### src/rtl/hazard_scoreboard.sv
// Hazard/forwarding unit: long-latency write scoreboard that stalls decode on
// RAW/WAW, plus nearest-stage-wins operand bypass selects for the X stage.

module hazard_fwd_pick #(
  parameter int AW   = 5,
  parameter int NFWD = 3,
  parameter int SW   = 2
) (
  input  logic [AW-1:0]      rs,
  input  logic               rs_en,
  input  logic [NFWD*AW-1:0] fwd_rd,
  input  logic [NFWD-1:0]    fwd_en,
  output logic [SW-1:0]      sel
);
  logic [NFWD-1:0] hit;

  for (genvar k = 0; k < NFWD; k++) begin : g_hit
    assign hit[k] = rs_en && fwd_en[k] && (fwd_rd[k*AW +: AW] == rs) && (rs != '0);
  end

  // Walk oldest to nearest so the nearest matching stage overwrites the rest.
  always_comb begin
    sel = '0;
    for (int k = NFWD - 1; k >= 0; k--) begin
      if (hit[k]) sel = SW'(k + 1);
    end
  end
endmodule

module hazard_scoreboard #(
  parameter int NREG    = 32,
  parameter int AW      = 5,
  parameter int NFWD    = 3,
  parameter int SW      = 2,
  parameter int MAX_OUT = 4,
  parameter int CW      = $clog2(MAX_OUT + 1)
) (
  input  logic               clk,
  input  logic               reset_n,
  input  logic               d_valid,
  input  logic [AW-1:0]      d_rs1,
  input  logic [AW-1:0]      d_rs2,
  input  logic [AW-1:0]      d_rd,
  input  logic               d_rs1_en,
  input  logic               d_rs2_en,
  input  logic               d_rd_en,
  input  logic               d_long,
  output logic               d_stall,
  output logic               d_issue,
  input  logic [AW-1:0]      x_rs1,
  input  logic [AW-1:0]      x_rs2,
  input  logic               x_rs1_en,
  input  logic               x_rs2_en,
  input  logic [NFWD*AW-1:0] fwd_rd,
  input  logic [NFWD-1:0]    fwd_en,
  output logic [SW-1:0]      a_sel,
  output logic [SW-1:0]      b_sel,
  input  logic               wb_valid,
  input  logic [AW-1:0]      wb_rd,
  output logic [CW-1:0]      out_cnt,
  output logic               sb_err
);
  typedef struct packed {
    logic [AW-1:0] idx;
    logic          en;
  } src_t;

  src_t [1:0]         x_src;
  logic [1:0][SW-1:0] x_sel;

  logic [NREG-1:0] busy_q, busy_d, clr_mask, set_mask, eff_busy;
  logic [CW-1:0]   cnt_q, cnt_d;
  logic            err_q, err_d;
  logic            haz, cap, set_en, clr_en, dec_ok;

  // ---------------- scoreboard ----------------
  assign clr_en   = wb_valid && (wb_rd != '0);
  assign clr_mask = clr_en ? (NREG'(1) << wb_rd) : '0;
  assign eff_busy = busy_q & ~clr_mask;

  assign haz = (d_rs1_en && eff_busy[d_rs1]) ||
               (d_rs2_en && eff_busy[d_rs2]) ||
               (d_rd_en  && eff_busy[d_rd]);

  assign cap = d_long && d_rd_en && (d_rd != '0) &&
               (cnt_q == CW'(MAX_OUT)) && !wb_valid;

  assign d_stall = d_valid && (haz || cap);
  assign d_issue = d_valid && !d_stall;

  assign set_en   = d_issue && d_long && d_rd_en && (d_rd != '0);
  assign set_mask = set_en ? (NREG'(1) << d_rd) : '0;
  assign dec_ok   = clr_en && (cnt_q != '0);

  always_comb begin
    // Set applied after clear so a same-register reissue keeps the bit.
    busy_d    = (busy_q & ~clr_mask) | set_mask;
    busy_d[0] = 1'b0;
    cnt_d     = cnt_q + CW'(set_en) - CW'(dec_ok);
    err_d     = err_q || (clr_en && (!busy_q[wb_rd] || cnt_q == '0));
  end

  always_ff @(posedge clk or negedge reset_n) begin
    if (!reset_n) begin
      busy_q <= '0;
      cnt_q  <= '0;
      err_q  <= 1'b0;
    end else begin
      busy_q <= busy_d;
      cnt_q  <= cnt_d;
      err_q  <= err_d;
    end
  end

  assign out_cnt = cnt_q;
  assign sb_err  = err_q;

  // ---------------- operand forwarding ----------------
  assign x_src[0] = '{idx: x_rs1, en: x_rs1_en};
  assign x_src[1] = '{idx: x_rs2, en: x_rs2_en};

  for (genvar i = 0; i < 2; i++) begin : g_op
    hazard_fwd_pick #(.AW(AW), .NFWD(NFWD), .SW(SW)) u_pick (
      .rs     (x_src[i].idx),
      .rs_en  (x_src[i].en),
      .fwd_rd (fwd_rd),
      .fwd_en (fwd_en),
      .sel    (x_sel[i])
    );
  end

  assign a_sel = x_sel[0];
  assign b_sel = x_sel[1];
endmodule

### config.mk
export PLATFORM = sky130hd
export DESIGN_NAME = hazard_scoreboard
export DESIGN_NICKNAME = d
export VERILOG_FILES = /design/src/rtl/hazard_scoreboard.sv
export SDC_FILE = /design/constraint.sdc
export NUM_CORES = 1
export LEC_CHECK = 0
export ABC_CLOCK_PERIOD_IN_PS = 8189
export BUFFER_PORTS_ARGS = -buffer_cell sky130_fd_sc_hd__buf_4
export CAP_MARGIN = 20
export CORE_ASPECT_RATIO = 1.2
export CORE_UTILIZATION = 52
export DETAILED_ROUTE_END_ITERATION = 10
export HOLD_SLACK_MARGIN = 0.03
export PLACE_DENSITY = 0.81
export SETUP_SLACK_MARGIN = 0.15
export SLEW_MARGIN = 20
export SYNTH_ARGS = -nofsm -noshare
export SYNTH_HDL_FRONTEND = slang
export SYNTH_SLANG_ARGS = --single-unit
### constraint.sdc
create_clock -name clk -period 8.19 [get_ports clk]
set_input_delay 2.457 -clock clk [delete_from_list [all_inputs] [get_ports clk]]
set_output_delay 2.457 -clock clk [all_outputs]
set_load 0.05 [all_outputs]
==> insert_results.sql, run 1 <==
INSERT INTO impl_metrics (metric_group, metric, value, unit) VALUES
('status', 'result_of_the_run', 'finished, final reports clean', ''),
('critical_path', 'critical_path.max_fanout', '21', ''),
('clocking', 'post_cts_buffers', '0', ''),
('critical_path', 'setup.worst_path.end_class', 'primary output', ''),
('drt', 'count_of_tritonroute_iterations_in_the_first_routing_pass', '5', ''),
('clocking', 'post_cts_resized', '0', ''),
('grt', 'globalRouteTotalUtil', '33.8', '%'),
('pwr', 'ir_drop', '0.115', 'mV'),
('die', 'starting_utilization_of_the_core_area', '54.3', '%'),
('timing', 'achievable-frequency', '135', 'MHz'),
('timing', 'period_share', '90.7', '%'),
('logic_synthesis', 'post_synth_cell_types', '71', ''),
('timing', 'max-slew-margin-rel', '42.1', '%'),
('critical_path', 'critPathRequiredTime', '5730', 'ps'),
('logic_synthesis', 'synth_xor_area_share', '8.38', '%'),
('grt', 'largest_net_degree_at_the_start_of_global_routing', '36', ''),
('clocking', 'insertion_delay_to_the_later_sink_of_the_worst_skew_pair', '300', 'ps'),
('pwr', 'p_total', '678', 'uW'),
('pwr', 'pwr_density_cell', '149', 'nW/um^2'),
('logic_synthesis', 'synth_simple_gate_area_share', '20.4', '%'),
('timing', 'grt_setup_unrepaired', 'no', ''),
('drt', 'detail_route.drc_violations', '0', ''),
('logic_synthesis', 'netlist_top_cells_area', 'dfrtp_1 (22%), mux4_2 (6.8%), o21ai_0 (6.4%)', ''),
('logic_synthesis', 'synth_common_cells', 'o21ai_0 (51), dfrtp_1 (35), nand2_1 (22)', ''),
('timing', 'final_hold_slack', '493', 'ps'),
('pwr', 'clock_power_share', '24.5', '%'),
('die', 'ios', '68', ''),
('timing', 'slew_violations', '0', ''),
('critical_path', 'timing.setup.critical_path_class', 'in2out', ''),
('logic_synthesis', 'synth.yosys.seq_area_share', '22.1', '%'),
('logic_synthesis', 'synth_top_family_by_area', 'compound AO/OA/AOI/OAI gates', ''),
('logic_synthesis', 'synth.ff_latch_count', '35', ''),
('final_layout', 'nNetsFinal', '547', ''),
('timing', 'final-setup-viol-count', '0', ''),
('grt', 'grt_pass1_wl', '20.5', 'mm'),
('pwr', 'power.leakage', '1.80', 'nW'),
('hold_path', 'hold_crit_path_type', 'reg2reg', ''),
('timing', 'worst_clock_skew', '7.32', 'ps'),
('critical_path', 'timing.critical_path.arrival', '4970', 'ps'),
('timing', 'setup_total_negative_slack', '0', 'ps'),
('die', 'fp_rows', '34', ''),
('timing', 'finalHoldViolations', '0', ''),
('pwr', 'power_switching_share', '39.5', '%'),
('critical_path', 'critPathLaunchType', 'input port', ''),
('logic_synthesis', 'mappedNetlistNets', '507', ''),
('critical_path', 'reg2reg_depth', '15', ''),
('die', 'die_width', '81.8', 'um'),
('logic_synthesis', 'synth_top_cell_by_area', 'dfrtp_1', ''),
('clocking', 'cts_sinks', '35', ''),
('logic_synthesis', 'synth-edff-count', '0', ''),
('pwr', 'power.internal', '410', 'uW'),
('clocking', 'cts_htree_levels', '2', ''),
('final_layout', 'finish.instance_area', '4550', 'um^2'),
('hold_path', 'whs_path_depth', '1', ''),
('logic_synthesis', 'ys_async_sr_fraction', '100', '%'),
('logic_synthesis', 'yosysMostFrequentCell', 'o21ai_0', ''),
('placement', 'dpl_ws', '849', 'ps'),
('final_layout', 'n_antenna_cell', '0', ''),
('clocking', 'tritoncts', 'yes', ''),
('clocking', 'tritoncts.num_buffers', '5', ''),
('drt', 'dr_total_vias', '4196', ''),
('final_layout', 'layout-drive-gt1-share', '25.1', '%'),
('final_layout', 'utilization', '62.2', '%'),
('placement', 'gp_congestion', '0.967', ''),
('grt', 'total_congestion_overflow_after_global_routing', '0', ''),
('timing', 'worst-slew-pin-transition', '866', 'ps'),
('logic_synthesis', 'synth-compound-area-share', '27.6', '%'),
('clocking', 'cts_root_buffer', 'clkbuf_8', ''),
('pwr', 'power_frac_comb', '41.3', '%'),
('logic_synthesis', 'most_frequently_used_flop_master_after_synthesis', 'dfrtp_1', ''),
('critical_path', 'timing.reg2reg.setup_slack', '4260', 'ps');
[routing by layer]
layer	up-vias	global-route usage, %	share of wire, %
met5	-	0	0
met4	0	19.3	5.3
met3	65	6.01	8.6
met2	286	53.5	49
met1	2014	42.3	38
li1	1831	-	-
[final timing paths]
kind	to	from
setup reg to reg	out_cnt[2]	busy_q[11]
min in group asynchronous	busy_q[12]	reset_n
hold reg to reg	sb_err	sb_err
hold / removal	sb_err	sb_err
max in group asynchronous	busy_q[23]	reset_n
setup / recovery	d_issue	wb_rd[0]
[final cells by class]
type	instances	area (um^2)	area share, %
Timing Repair Buffer	69	518	11.4
Multi-Input combinational cell	359	2870	63.0
Sequential cell	35	876	19.3
Clock inverter	2	35.0	0.770
Tap cell	90	113	2.48
Inverter	16	60.1	1.32
Clock buffer	6	82.6	1.82
[sequential cells by signal, summed over array words and instances (netlist names)]
signal,count
busy_q,31
out_cnt,3
sb_err,1
[layout by cell type, fill, tap and decap left out, types with 3 or more instances in the layout]
master | netlist | final
nor3_1 | 12 | 12
mux2i_1 | 20 | 20
o21ai_0 | 51 | 51
nand4bb_1 | 3 | 3
a211oi_1 | 4 | 4
nand4b_1 | 3 | 3
xor2_1 | 18 | 18
o2111ai_1 | 6 | 6
o31ai_1 | 7 | 7
nand2_1 | 22 | 22
a311oi_1 | 5 | 5
nor4_1 | 5 | 5
nor2_1 | 15 | 15
dfrtp_1 | 35 | 35
o311ai_0 | 6 | 6
o211ai_1 | 9 | 9
nand2b_1 | 5 | 5
or3_1 | 5 | 5
o41ai_2 | 13 | 13
a31oi_1 | 4 | 4
xnor2_1 | 20 | 20
mux2_2 | 10 | 10
buf_4 | 1 | 69
clkbuf_8 | 0 | 6
a21oi_1 | 6 | 6
o41ai_1 | 4 | 4
nand3_1 | 19 | 19
nor2b_1 | 6 | 6
nand3b_1 | 3 | 3
or4_1 | 4 | 4
mux4_2 | 12 | 12
inv_1 | 15 | 15
nor3b_1 | 3 | 3
nand4_1 | 14 | 14
o21a_1 | 4 | 4
[worst max-delay path, stage by stage]
cell and delay, ps:
buf_4 210, xnor2_1 520, a311oi_1 210, o31a_1 310, a32o_1 240, a2111oi_4 350
nand4_2 210, nor3b_1 220, buf_4 230
[power by group through the flow]
| stage | clock (mW) | combinational, mW | sequential, mW |
|---|---|---|---|
| 3_5_place_dp | 0 | 0.275 | 0.234 |
| 4_1_cts | 0.166 | 0.276 | 0.231 |
| 3_3_place_gp | 0 | 0.269 | 0.233 |
| 2_1_floorplan | 0 | 0.165 | 0.249 |
| 5_1_grt | 0.173 | 0.298 | 0.235 |
| 6_report | 0.166 | 0.280 | 0.232 |
[kinds of logic after synthesis]
| logic type | Yosys count |
|---|---|
| AO/OA/AOI/OAI | 141 |
| XOR/XNOR | 38 |
| adder cells (fa/ha/maj) | 3 |
| buffers and inverters | 52 |
| flip-flops | 35 |
| multiplexers | 42 |
| AND/OR/NAND/NOR | 135 |
No activity file was read; power rests on OpenSTA's default activity.
==> inputs of run 2 (changes only) <==
--- a/config.mk
+++ b/config.mk
@@ -5,6 +5,7 @@
 export SDC_FILE = /design/constraint.sdc
 export NUM_CORES = 1
 export LEC_CHECK = 0
+export ABC_AREA = 1
 export ABC_CLOCK_PERIOD_IN_PS = 8189
 export BUFFER_PORTS_ARGS = -buffer_cell sky130_fd_sc_hd__buf_4
 export CAP_MARGIN = 20
==> insert_results.sql, run 2 <==
INSERT INTO impl_metrics (metric_group, metric, value, unit) VALUES
('logic_synthesis', 'yosysMostFrequentCell', 'nand2_1', ''),
('status', 'result_of_the_run', 'finished, final reports clean', ''),
('drt', 'detail_route.drc_violations', '0', ''),
('final_layout', 'mostFrequentLayoutCell', 'nand2_1', ''),
('placement', 'gp_congestion', '1.11', ''),
('timing', 'layout_setup_ws', '887', 'ps'),
('grt', 'total_congestion_overflow_after_global_routing', '0', ''),
('die', 'ios', '68', ''),
('critical_path', 'timing.critical_path.arrival', '4850', 'ps'),
('drt', 'avgRoutedWirePerCell', '19.1', 'um'),
('critical_path', 'crit_slowest_cell', 'inv_1', ''),
('pwr', 'power.leakage', '2.17', 'nW'),
('critical_path', 'timing.reg2reg.setup_slack', '5080', 'ps'),
('die', 'fp.coreArea', '6940', 'um^2'),
('hold_path', 'hold_crit_path_type', 'reg2reg', ''),
('grt', 'via_count_of_the_first_global_routing_pass', '4605', ''),
('timing', 'setup_total_negative_slack', '0', 'ps'),
('grt', 'largest_net_degree_at_the_start_of_global_routing', '36', ''),
('clocking', 'tritoncts.num_buffers', '5', ''),
('job', 'max_cap_viol_count', '0', ''),
('drt', 'antenna_violating_nets_post_route', '0', ''),
('logic_synthesis', 'post_synth.cell_area_avg', '5.92', 'um^2'),
('timing', 'achievable-frequency', '137', 'MHz'),
('final_layout', 'instances_no_fill', '766', ''),
('die', 'die_y', '95.3', 'um'),
('drt', 'dr_total_vias', '4937', ''),
('placement', 'dpl_ws', '1020', 'ps'),
('timing', 'finalHoldViolations', '0', ''),
('timing', 'slew_violations', '0', ''),
('final_layout', 'largest_register_ff_count', '31', ''),
('logic_synthesis', 'synth_common_cells', 'nand2_1 (168), nand3_1 (116), inv_1 (64)', ''),
('final_layout', 'layout-drive-gt1-share', '13.3', '%'),
('logic_synthesis', 'most_frequently_used_flop_master_after_synthesis', 'dfrtp_1', ''),
('critical_path', 'critical_path.cell_chain', 'buf_4 -> inv_1 -> nand3_1 -> o211ai_1 -> inv_1 -> nand3_1 -> nand3_2 -> nor3b_1 -> buf_4', ''),
('critical_path', 'critical_path.max_fanout', '33', ''),
('clocking', 'insertion_delay_to_the_later_sink_of_the_worst_skew_pair', '290', 'ps'),
('logic_synthesis', 'netlist_top_cells_area', 'dfrtp_1 (23%), nand2_1 (17%), nand3_1 (15%)', ''),
('logic_synthesis', 'share_of_yosys_cell_area_claimed_by_the_top_area_cell_type', '23.2', '%'),
('critical_path', 'critPathRequiredTime', '5730', 'ps'),
('pwr', 'pwr_density_cell', '142', 'nW/um^2'),
('final_layout', 'n_antenna_cell', '0', ''),
('drt', 'drtIter0Drc', '755', ''),
('timing', 'period_share', '89.2', '%'),
('timing', 'period_minus_ws_final', '7300', 'ps'),
('pwr', 'ir_drop', '0.201', 'mV'),
('die', 'starting_utilization_of_the_core_area', '54.4', '%'),
('logic_synthesis', 'mappedNetlistNets', '698', ''),
('placement', 'place.port_buffers', '67', ''),
('logic_synthesis', 'synth-edff-count', '0', ''),
('logic_synthesis', 'syn-cell-area', '3770', 'um^2'),
('placement', 'hpwl', '11.4', 'mm'),
('logic_synthesis', 'ys_async_sr_fraction', '100', '%'),
('critical_path', 'r2r-end', 'out_cnt[2]', ''),
('clocking', 'post_cts_hold_buffer_count', '0', ''),
('logic_synthesis', 'post_synth_cell_types', '37', ''),
('critical_path', 'endpoint', 'd_issue', ''),
('logic_synthesis', 'synth_top_cell_by_area', 'dfrtp_1', ''),
('critical_path', 'setup.worst_path.end_class', 'primary output', ''),
('final_layout', 'nNetsFinal', '740', ''),
('final_layout', 'top_register', 'busy_q', ''),
('critical_path', 'setup.worst_path.start', 'd_rd[2]', ''),
('die', 'fp.dieArea', '7600', 'um^2'),
('clocking', 'post_cts_buffers', '0', ''),
('final_layout', 'top_library_cells_by_usage_in_the_layout_fill_and_taps_aside', 'nand2_1 (168), nand3_1 (116), buf_4 (68)', ''),
('critical_path', 'timing.setup.critical_path_class', 'in2out', ''),
('grt', 'globalRouteTotalUtil', '40.0', '%'),
('critical_path', 'critPathLaunchType', 'input port', ''),
('die', 'fp_rows', '33', ''),
('critical_path', 'worst_r2r_startpoint', 'busy_q[6]', ''),
('clocking', 'cts_sinks', '35', ''),
('drt', 'count_of_tritonroute_iterations_in_the_first_routing_pass', '6', ''),
('timing', 'final-setup-viol-count', '0', ''),
('drt', 'drt_wl_total', '14.6', 'mm'),
('die', 'die_width', '79.8', 'um'),
('critical_path', 'reg2reg_depth', '18', ''),
('timing', 'worst_clock_skew', '6.65', 'ps'),
('final_layout', 'utilization', '62.4', '%'),
('timing', 'grt_setup_unrepaired', 'no', ''),
('placement', 'placed_cells', '759', ''),
('clocking', 'cts_root_buffer', 'clkbuf_8', ''),
('clocking', 'cts_htree_levels', '2', ''),
('grt', 'antenna_found_initial', '0', ''),
('clocking', 'clk_path_buf_depth', '2', ''),
('clocking', 'cts.reportedPaths.clkPinSlew', '70', 'ps'),
('timing', 'max-slew-margin-rel', '37.4', '%'),
('clocking', 'tritoncts', 'yes', ''),
('logic_synthesis', 'synth.yosys.seq_area_share', '23.2', '%'),
('clocking', 'post_cts_resized', '0', ''),
('final_layout', 'layout-area-overhead-vs-synth', '14.8', '%'),
('logic_synthesis', 'post_synth_inst_count', '637', ''),
('critical_path', 'crit_path_max_incr_delay', '430', 'ps'),
('logic_synthesis', 'synthesis.yosys.warnings', '0', ''),
('grt', 'grt_pass1_wl', '23.1', 'mm'),
('timing', 'worst-slew-pin-transition', '939', 'ps'),
('logic_synthesis', 'synth.ff_latch_count', '35', ''),
('drt', 'vias_per_inst', '6.45', '');
==> run 2: cell types whose count changed in the layout (fill, tap and decap cells not counted), moves of 10 or more <==
cell | previous run | this run
inv_1 | 15 | 64
nor2_1 | 15 | 59
o21ai_0 | 51 | 11
nand3_1 | 19 | 116
o41ai_2 | 13 | 0
xnor2_1 | 20 | 7
nand4_1 | 14 | 43
mux4_2 | 12 | 0
mux2i_1 | 20 | 0
nand2_1 | 22 | 168
a22oi_1 | 2 | 12
mux2_2 | 10 | 0
xor2_1 | 18 | 1
==> run 2: worst min path at each step <==
stage | startpoint | end | slack (ps) | cells past startpoint
after floorplan | busy_q[1] | busy_q[1] | 490 | 2
after global placement | sb_err | sb_err | 440 | 1
after detailed placement | sb_err | sb_err | 450 | 1
after CTS | sb_err | sb_err | 460 | 1
after global routing | sb_err | sb_err | 490 | 1
final | sb_err | sb_err | 460 | 1
==> run 2: area by class of cell <==
type                            instances  area, um^2
Timing Repair Buffer                   68         510
Inverter                               73         274
Fill cell                             667        2610
Clock buffer                            6        82.6
Multi-Input combinational cell        496        2470
Clock inverter                          1        5.00
Sequential cell                        35         876
Tap cell                               87         109
==> run 2: power breakdown <==
part	total (mW)	internal, mW	switching [mW]
Sequential	0.225	0.196	0.0291
Combinational	0.263	0.0891	0.174
Clock	0.129	0.0660	0.0628
==> run 2: stage by stage <==
stage | hold slack (ps) | instance area (um^2) | power, mW
global placement | 441 | 4240 | 0.478
global route | 487 | 4330 | 0.646
floorplan | 494 | 3770 | 0.391
detailed placement | 449 | 4240 | 0.483
finish | 458 | 4330 | 0.616
CTS | 465 | 4330 | 0.610
==> run 2: metal layers <==
layer / GRT usage [%] / part of all wire [%]
met1: 50.7 / 39
met2: 65.3 / 45
met3: 3.83 / 9.5
met4: 25.0 / 6.1
met5: 0 / 0
==> run 2: logic make-up after synthesis <==
kind of cell | share of synthesized area (%)
AND/OR/NAND/NOR | 48.6
buffers and inverters | 11.2
AO/OA/AOI/OAI | 13.9
flip-flops | 23.2
XOR/XNOR | 1.86
adder cells (fa/ha/maj) | 1.19
==> run 2: worst max-delay path: cells and delay by family <==
kind,cells,cell delay [ps]
buffers and inverters,4,1170
and+or+nand+nor,4,1030
AOI/OAI and AO/OA,1,180
==> inputs of run 3 (changes only) <==
--- a/config.mk
+++ b/config.mk
@@ -10,6 +10,7 @@
 export BUFFER_PORTS_ARGS = -buffer_cell sky130_fd_sc_hd__buf_4
 export CAP_MARGIN = 20
 export CORE_ASPECT_RATIO = 1.2
+export CORE_MARGIN = 2
 export CORE_UTILIZATION = 52
 export DETAILED_ROUTE_END_ITERATION = 10
 export HOLD_SLACK_MARGIN = 0.03
==> insert_results.sql, run 3 (synthesized netlist as in run 2, its figures left out) <==
INSERT INTO impl_metrics (metric_group, metric, value, unit) VALUES
('critical_path', 'crit_path_max_incr_delay', '420', 'ps'),
('clocking', 'post_cts_buffers', '0', ''),
('drt', 'dr_total_vias', '4935', ''),
('hold_path', 'whs_path_depth', '1', ''),
('timing', 'worst-slew-pin-transition', '600', 'ps'),
('timing', 'period_minus_ws_final', '7220', 'ps'),
('drt', 'count_of_tritonroute_iterations_in_the_first_routing_pass', '8', ''),
('final_layout', 'largest_register_ff_count', '31', ''),
('pwr', 'pwr_density_cell', '149', 'nW/um^2'),
('grt', 'total_congestion_overflow_after_global_routing', '0', ''),
('timing', 'setup_total_negative_slack', '0', 'ps'),
('final_layout', 'top_register', 'busy_q', ''),
('placement', 'place.port_buffers', '67', ''),
('drt', 'drt_wl_total', '15.0', 'mm'),
('status', 'result_of_the_run', 'finished, final reports clean', ''),
('critical_path', 'setup.worst_path.end_class', 'primary output', ''),
('hold_path', 'holdPathEnd', 'sb_err', ''),
('clocking', 'post_cts_resized', '0', ''),
('timing', 'grt_setup_unrepaired', 'no', ''),
('drt', 'drtIter0Drc', '575', ''),
('die', 'fp.coreArea', '7150', 'um^2'),
('timing', 'period_share', '88.1', '%'),
('timing', 'achievable-frequency', '139', 'MHz'),
('placement', 'gp_congestion', '0.996', ''),
('clocking', 'insertion_delay_to_the_later_sink_of_the_worst_skew_pair', '290', 'ps'),
('clocking', 'clk_path_buf_depth', '2', ''),
('placement', 'placed_cells', '764', ''),
('final_layout', 'instances_no_fill', '772', ''),
('hold_path', 'hold_path_startpoint', 'sb_err', ''),
('grt', 'antenna_found_initial', '0', ''),
('critical_path', 'reg2reg_depth', '18', ''),
('job', 'max_cap_viol_count', '0', ''),
('pwr', 'ir_drop', '0.176', 'mV'),
('final_layout', 'layout-area-overhead-vs-synth', '16.1', '%'),
('critical_path', 'critPathLaunchType', 'input port', ''),
('grt', 'globalRouteTotalUtil', '38.6', '%'),
('hold_path', 'hold_crit_path_type', 'reg2reg', ''),
('timing', 'final-setup-viol-count', '0', ''),
('drt', 'avgRoutedWirePerCell', '19.4', 'um'),
('drt', 'vias_per_inst', '6.39', ''),
('placement', 'hpwl', '11.5', 'mm'),
('clocking', 'cts.reportedPaths.clkPinSlew', '70', 'ps'),
('critical_path', 'crit_slowest_cell', 'o21ai_1', ''),
('clocking', 'cts_htree_levels', '2', ''),
('die', 'die_y', '97.3', 'um'),
('critical_path', 'worst_path_most_repeated_cell', 'nand2_1', ''),
('critical_path', 'timing.setup.critical_path_class', 'in2out', ''),
('critical_path', 'timing.critical_path.arrival', '4760', 'ps'),
('grt', 'via_count_of_the_first_global_routing_pass', '4706', ''),
('die', 'fp.dieArea', '7960', 'um^2'),
('clocking', 'cts_sinks', '35', ''),
('clocking', 'post_cts_hold_buffer_count', '0', ''),
('final_layout', 'n_antenna_cell', '0', ''),
('die', 'fp_rows', '34', ''),
('critical_path', 'crit_family', 'simple AND/OR/NAND/NOR gates', ''),
('final_layout', 'layout-drive-gt1-share', '13.6', '%'),
('timing', 'slew_violations', '0', ''),
('timing', 'finalHoldViolations', '0', ''),
('drt', 'detail_route.drc_violations', '0', ''),
('clocking', 'cts_root_buffer', 'clkbuf_8', ''),
('critical_path', 'worst_r2r_startpoint', 'busy_q[3]', ''),
('die', 'starting_utilization_of_the_core_area', '52.8', '%'),
('critical_path', 'crit_buf_inv', '4', ''),
('critical_path', 'critical_path.cell_chain', 'buf_4 -> inv_1 -> nand3_1 -> o21ai_1 -> inv_1 -> nand2_1 -> o211ai_1 -> nand3_1 -> nand3_1 -> nand2_1 -> nand2_1 -> nand2_1 -> nand3_2 -> nor3b_1 -> buf_4', ''),
('clocking', 'tritoncts.num_buffers', '5', ''),
('final_layout', 'nNetsFinal', '742', ''),
('final_layout', 'fillCellCount', '684', ''),
('die', 'die_width', '81.8', 'um'),
('critical_path', 'timing.reg2reg.setup_slack', '5090', 'ps'),
('timing', 'worst_clock_skew', '5.35', 'ps'),
('pwr', 'power.leakage', '2.19', 'nW'),
('final_layout', 'top_library_cells_by_usage_in_the_layout_fill_and_taps_aside', 'nand2_1 (168), nand3_1 (116), buf_4 (70)', ''),
('critical_path', 'critPathRequiredTime', '5730', 'ps'),
('grt', 'largest_net_degree_at_the_start_of_global_routing', '36', ''),
('drt', 'antenna_violating_nets_post_route', '0', ''),
('critical_path', 'r2r-end', 'out_cnt[2]', ''),
('timing', 'final_hold_slack', '461', 'ps'),
('clocking', 'tritoncts', 'yes', ''),
('final_layout', 'mostFrequentLayoutCell', 'nand2_1', ''),
('grt', 'grt_pass1_wl', '23.5', 'mm'),
('critical_path', 'critical_path.max_fanout', '17', ''),
('die', 'ios', '68', ''),
('timing', 'max-slew-margin-rel', '59.0', '%');
[run 3: cell types whose count changed in the layout (fill, tap and decap cells not counted), sizes merged]
cell    delta
buf        +2
bufinv     +1
[run 3: through the flow]
step | power, mW | area [um^2] | utilization (%) | setup WS [ps]
2_1_floorplan | 0.391 | 3770 | - | 835
5_1_grt | 0.690 | 4380 | 61.3 | 760
3_5_place_dp | 0.484 | 4260 | 59.6 | 1110
6_report | 0.653 | 4380 | 61.3 | 974
3_3_place_gp | 0.479 | 4260 | 59.6 | 1090
4_1_cts | 0.647 | 4380 | 61.3 | 1080
[run 3: worst max-delay path by stage]
stage             start      end  slack [ps]  cells after the start
3_5_place_dp   wb_rd[2]  d_issue        1110                     15
3_3_place_gp   wb_rd[3]  d_issue        1090                     15
4_1_cts        wb_rd[2]  d_issue        1080                     15
6_report       wb_rd[2]  d_issue         970                     15
2_1_floorplan  wb_rd[1]  d_issue         840                     18
5_1_grt        wb_rd[1]  d_issue         760                     15
[run 3: report_power, final]
| group | internal [mW] | total, mW | switching (mW) |
|---|---|---|---|
| Combinational | 0.0894 | 0.266 | 0.177 |
| Sequential | 0.196 | 0.223 | 0.0270 |
| Clock | 0.0985 | 0.164 | 0.0658 |
| Total | 0.383 | 0.653 | 0.270 |
[run 3: worst reg2reg max path: stages (launching register included)]
cell	delay (ps)
dfrtp_1	400
o21ai_1	270
inv_1	110
nand2_1	80
o211ai_1	90
nand3_1	90
nand3_1	80
nand2_1	70
nand2_1	40
nand2_1	140
nand3_2	130
nor3b_1	270
nand2_1	140
ha_1	310
inv_1	60
ha_1	130
inv_1	50
fa_1	400
xnor2_1	140
[run 3: final cells by class]
| class | count | area (um^2) | area share, % |
|---|---|---|---|
| Timing Repair Buffer | 70 | 526 | 12.0 |
| Inverter | 73 | 274 | 6.26 |
| Clock inverter | 2 | 35.0 | 0.800 |
| Tap cell | 90 | 113 | 2.57 |
| Sequential cell | 35 | 876 | 20.0 |
| Multi-Input combinational cell | 496 | 2470 | 56.5 |
| Clock buffer | 6 | 82.6 | 1.89 |
[run 3: metal layers]
layer | routed length, um | up-vias | GRT usage [%]
li1 | - | 2260 | -
met1 | 5440 | 2222 | 44.0
met2 | 6950 | 365 | 61.7
met3 | 1370 | 88 | 7.43
met4 | 1250 | 0 | 29.4
met5 | 0 | - | 0
